===== config.mk =====
export PLATFORM = sky130hd
export DESIGN_NAME = wb_sram_bridge
export DESIGN_NICKNAME = d
export VERILOG_FILES = /design/src/rtl/wb_sram_bridge.sv
export SDC_FILE = /design/constraint.sdc
export NUM_CORES = 1
export LEC_CHECK = 0
export ABC_AREA = 0
export CAP_MARGIN = 0
export CORE_MARGIN = 4
export CORE_UTILIZATION = 37
export DETAILED_ROUTE_END_ITERATION = 10
export GPL_TIMING_DRIVEN = 0
export PLACE_DENSITY_LB_ADDON = 0.3
export SLEW_MARGIN = 20
export SYNTH_ARGS = -nofsm -noshare
export SYNTH_HDL_FRONTEND = slang
export SYNTH_SLANG_ARGS = --single-unit

===== constraint.sdc =====
create_clock -name clk_i -period 3.8 [get_ports clk_i]
set_input_delay 0.57 -clock clk_i [delete_from_list [all_inputs] [get_ports clk_i]]
set_output_delay 0.57 -clock clk_i [all_outputs]
set_load 0.01 [all_outputs]

===== src/rtl/wb_sram_bridge.sv =====
// Single-outstanding pipelined Wishbone slave driving a synchronous SRAM port.
// Define WB_SRAM_BRIDGE_WR_EN to enable writes; otherwise writes are acked but never issued.
module wb_sram_bridge #(
  parameter int ADDR_WIDTH = 6,
  parameter int DATA_WIDTH = 32,
  parameter int RD_LATENCY = 1
) (
  input  logic                                       clk_i,
  input  logic                                       rst_n_i,
  input  logic                                       wb_cyc_i,
  input  logic                                       wb_stb_i,
  input  logic                                       wb_we_i,
  input  logic [ADDR_WIDTH+$clog2(DATA_WIDTH/8)-1:0] wb_adr_i,
  input  logic [DATA_WIDTH/8-1:0]                    wb_sel_i,
  input  logic [DATA_WIDTH-1:0]                      wb_dat_i,
  output logic [DATA_WIDTH-1:0]                      wb_dat_o,
  output logic                                       wb_ack_o,
  output logic                                       wb_stall_o,
  output logic                                       wb_err_o,
  output logic                                       wb_rty_o,
  output logic [ADDR_WIDTH-1:0]                      sram_addr_o,
  output logic                                       sram_re_o,
  output logic                                       sram_we_o,
  output logic [DATA_WIDTH/8-1:0]                    sram_be_o,
  output logic [DATA_WIDTH-1:0]                      sram_data_o,
  input  logic [DATA_WIDTH-1:0]                      sram_data_i
);

  localparam int OFS   = $clog2(DATA_WIDTH/8);
  localparam int BW    = DATA_WIDTH/8;
  localparam int CNT_W = $clog2(RD_LATENCY+1);

  typedef enum logic [1:0] {S_IDLE, S_ACCESS, S_WAIT, S_ACK} state_t;

  state_t                  state_reg;
  logic [CNT_W-1:0]        cnt_reg;
  logic                    we_reg;
  logic                    abort_reg;
  logic                    ack_reg;
  logic                    re_reg;
  logic [ADDR_WIDTH-1:0]   addr_reg;
  logic [DATA_WIDTH-1:0]   rdata_reg;
`ifdef WB_SRAM_BRIDGE_WR_EN
  logic                    wstb_reg;
  logic [BW-1:0]           be_reg;
  logic [DATA_WIDTH-1:0]   wdata_reg;
`endif

  logic accept;
  logic abort_now;

  assign accept    = wb_cyc_i & wb_stb_i & (state_reg == S_IDLE);
  // Once the master drops cyc the access still runs to completion, only the ack is withheld.
  assign abort_now = abort_reg | ~wb_cyc_i;

  always_ff @(posedge clk_i or negedge rst_n_i) begin
    if (!rst_n_i) begin
      state_reg <= S_IDLE;
      cnt_reg   <= '0;
      we_reg    <= 1'b0;
      abort_reg <= 1'b0;
      ack_reg   <= 1'b0;
      re_reg    <= 1'b0;
      addr_reg  <= '0;
      rdata_reg <= '0;
`ifdef WB_SRAM_BRIDGE_WR_EN
      wstb_reg  <= 1'b0;
      be_reg    <= '0;
      wdata_reg <= '0;
`endif
    end else begin
      re_reg  <= 1'b0;
      ack_reg <= 1'b0;
`ifdef WB_SRAM_BRIDGE_WR_EN
      wstb_reg <= 1'b0;
`endif
      case (state_reg)
        S_IDLE: begin
          if (accept) begin
            state_reg <= S_ACCESS;
            addr_reg  <= wb_adr_i[ADDR_WIDTH+OFS-1:OFS];
            we_reg    <= wb_we_i;
            abort_reg <= 1'b0;
            re_reg    <= ~wb_we_i;
`ifdef WB_SRAM_BRIDGE_WR_EN
            wstb_reg  <= wb_we_i;
            be_reg    <= wb_sel_i;
            wdata_reg <= wb_dat_i;
`endif
          end
        end
        S_ACCESS: begin
          if (we_reg) begin
            state_reg <= S_ACK;
            ack_reg   <= ~abort_now;
          end else begin
            state_reg <= S_WAIT;
            cnt_reg   <= CNT_W'(RD_LATENCY);
            abort_reg <= abort_now;
          end
        end
        S_WAIT: begin
          cnt_reg   <= cnt_reg - CNT_W'(1);
          abort_reg <= abort_now;
          if (cnt_reg == CNT_W'(1)) begin
            rdata_reg <= sram_data_i;
            state_reg <= S_ACK;
            ack_reg   <= ~abort_now;
          end
        end
        S_ACK: begin
          state_reg <= S_IDLE;
        end
        default: begin
          state_reg <= S_IDLE;
        end
      endcase
    end
  end

  assign wb_dat_o    = rdata_reg;
  assign wb_ack_o    = ack_reg & wb_cyc_i;
  assign wb_stall_o  = (state_reg != S_IDLE);
  assign wb_err_o    = 1'b0;
  assign wb_rty_o    = 1'b0;
  assign sram_addr_o = addr_reg;
  assign sram_re_o   = re_reg;

`ifdef WB_SRAM_BRIDGE_WR_EN
  assign sram_we_o   = wstb_reg;
  assign sram_be_o   = be_reg;
  assign sram_data_o = wdata_reg;
`else
  logic unused_wr;
  assign unused_wr   = ^{wb_dat_i, wb_sel_i};
  assign sram_we_o   = 1'b0;
  assign sram_be_o   = '0;
  assign sram_data_o = '0;
`endif

  generate
    if (OFS > 0) begin : g_ofs
      logic unused_adr;
      assign unused_adr = ^wb_adr_i[OFS-1:0];
    end
  endgenerate

endmodule


==> results.sh <==
export IMPL_p_leak_uw=0.00154
export IMPL_pwr_density_cell_mw_per_mm2=718
export IMPL_seq_area_frac_synth_pct=52.6
export IMPL_max_freq_mhz=423
export IMPL_crit_type="in -> out"
export IMPL_r2r_slack_ns=2.14
export IMPL_initial_core_util_pct=38.4
export IMPL_cp_slowest_stage_delay_ns=0.55
export IMPL_status="finished, final reports clean"
export IMPL_cts_tree="built"
export IMPL_critPathMaxFanout=5
export IMPL_largest_register_ffs=32
export IMPL_synth_top_area_share_pct=52.6
export IMPL_async_reset_ff_share_pct=100
export IMPL_grt_pass1_wl_um=7570
export IMPL_synth_area_leaders="dfrtp_1 (53%), mux2_2 (22%), buf_4 (14%)"
export IMPL_ir_drop_v=0.000452
export IMPL_synth_cell_type_count=21
export IMPL_drt_iter0_drc=38
export IMPL_drtPass1Iterations=4
export IMPL_rsz0062_at_grt="no"
export IMPL_vias=1495
export IMPL_synth_area_per_cell_sq_um=13.5
export IMPL_drive_gt1_share_pct=32.5
export IMPL_row_count=27
export IMPL_synth_top_area_cell="dfrtp_1"
export IMPL_grt_busiest_layer="met2"
export IMPL_ys_flop_type="dfrtp_1"
export IMPL_cts_hold_buf=0
export IMPL_setup_violations=0
export IMPL_ant_nets=0
export IMPL_critPathLaunchType="input port"
export IMPL_arrival_ns=1.80
export IMPL_synth_enable_flop_cells=0
export IMPL_synth_cells=159
export IMPL_postCtsSetupBuffers=0
export IMPL_min_path_type="in -> async"
export IMPL_synth_most_common_cell="dfrtp_1"
export IMPL_cts_sinks=45
export IMPL_dpl_hpwl_um=3560
export IMPL_drcViolationCount=0
export IMPL_nNetsFinal=375
export IMPL_min_period_ns=2.37
export IMPL_gp_congestion=0.755
export IMPL_use_met1_pct=14.6
export IMPL_yosys_register_bits=45
export IMPL_cts_resized=0
export IMPL_crit_chain="clkdlybuf4s50_1, and2_1, clkdlybuf4s50_1"
export IMPL_cts_max_level=2
export IMPL_clockRootBuffer="clkbuf_8"
export IMPL_r2r_cells=5
export IMPL_grt_overflow=0
export IMPL_die_w_um=84.0
export IMPL_wl_per_cell_um=12.3
export IMPL_finClkSkew_ns=0.0103
export IMPL_grt_max_degree=31
export IMPL_critical_path_most_common_cell="clkdlybuf4s50_1"
export IMPL_netlist_area_sq_mm=0.00214
export IMPL_die_area_sq_mm=0.00706
export IMPL_first_global_vias=1614
export IMPL_clk_pin_slew_ns=0.08
export IMPL_critPathRequiredTime_ns=3.23
export IMPL_die_y_um=84.0
export IMPL_met2_usage_pct=21.5
export IMPL_cts_buffer_depth=2
export IMPL_io_buffer_count=83
export IMPL_fin_crit_sh_pct=62.3
export IMPL_gr_usage_met3_pct=7.21
export IMPL_cp_end_kind="primary output"
export IMPL_cap_violations=0
export IMPL_synth_common_cells="dfrtp_1 (45), mux2_2 (41), buf_4 (39)"
export IMPL_worst_skew_pair_late_latency_ns=0.29
export IMPL_vias_per_cell=4.14
export IMPL_cp_slowest_cell="clkdlybuf4s50_1"
export IMPL_drt_wl_total_um=4430
export IMPL_antenna_found_initial=0
export IMPL_maxSlewViolCount=0
export IMPL_coreArea_sq_mm=0.00557
export IMPL_ys_warn_count=0
export IMPL_hold_slack_ns=0.193
export IMPL_io_pins=161
export IMPL_cts_buffers=5
export IMPL_grt_use_total_pct=13.1
export IMPL_finalHoldViolCount=0
export IMPL_setup_tns_ns=0
export IMPL_antennaDiodeCount=0
export IMPL_syn_to_final_growth_pct=54.3
## power breakdown
part | switching (uW) | internal [uW] | total, uW
sequential | 124 | 720 | 844
combinational | 471 | 774 | 1250
clock | 153 | 130 | 283
## layout make-up
type	count	area, sq um
buffer	42	327
clock buffer	7	76.3
clock inverter	1	7.51
fill	487	2270
inverter	4	15.0
multi-input combinational	106	815
sequential	45	1130
tap	72	90.1
timing repair buffer	84	846
## layer usage
layer	up-vias	part of all wire, %
met5	-	0
met4	0	0.52
met3	2	15
met2	84	49
met1	700	35
li1	709	-
## worst max-delay path: cells and delay by family
family / cells / cell delay, ns
AND/OR/NAND/NOR: 1 / 0.15
buffers and inverters: 2 / 1.07
## worst paths after layout
kind / to / start
max in group asynchronous: cnt_reg$_DFFE_PN0P_ / rst_n_i
min in group clk_i: ack_reg$_DFF_PN0_ / abort_reg$_DFFE_PN0P_
max: wb_ack_o / wb_cyc_i
min: wb_dat_o[8]$_DFFE_PN0P_ / rst_n_i
min reg2reg: ack_reg$_DFF_PN0_ / abort_reg$_DFFE_PN0P_
max reg2reg: state_reg[1]$_DFFE_PN0P_ / state_reg[0]$_DFFE_PN0P_
## placed cells by master (no fill, tap or decap), types with 2 or more instances in the layout
cell	Yosys	routed
clkdlybuf4s50_1	0	82
dfrtp_1	45	45
mux2_2	41	41
buf_4	39	39
conb_1	1	39
ha_1	6	6
clkbuf_8	0	5
inv_1	4	4
buf_6	3	3
a211oi_1	3	3
and2_1	2	2
nor2_1	2	2
nand2_1	2	2
a21oi_1	2	2
clkbuf_1	0	2
## cells by family (layout without fill, tap and decap cells)
logic type | count (synthesis) | after routing | synth area share [%]
AND/OR/NAND/NOR | 11 | 11 | 2.98
other | 1 | 39 | 0.175
flip-flops | 45 | 45 | 52.6
AO/OA/AOI/OAI | 8 | 8 | 2.69
adder cells (fa/ha/maj) | 6 | 6 | 3.51
multiplexers | 42 | 42 | 22.0
buffers and inverters | 46 | 138 | 16.0
## metrics by stage
step                      instances  area, sq um  setup slack (ns)  utilization (%)  power (uW)
after detailed placement        353         3220              1.43             57.7        2110
final                           361         3300              1.43             59.2        2370
after global routing            361         3300              1.35             59.2        2550
after floorplan                 197         2280              2.30                -        1500
after global placement          352         3200             0.832             57.5        2070
after CTS                       361         3300              1.43             59.2        2410
(Power assumes the default switching activity.)
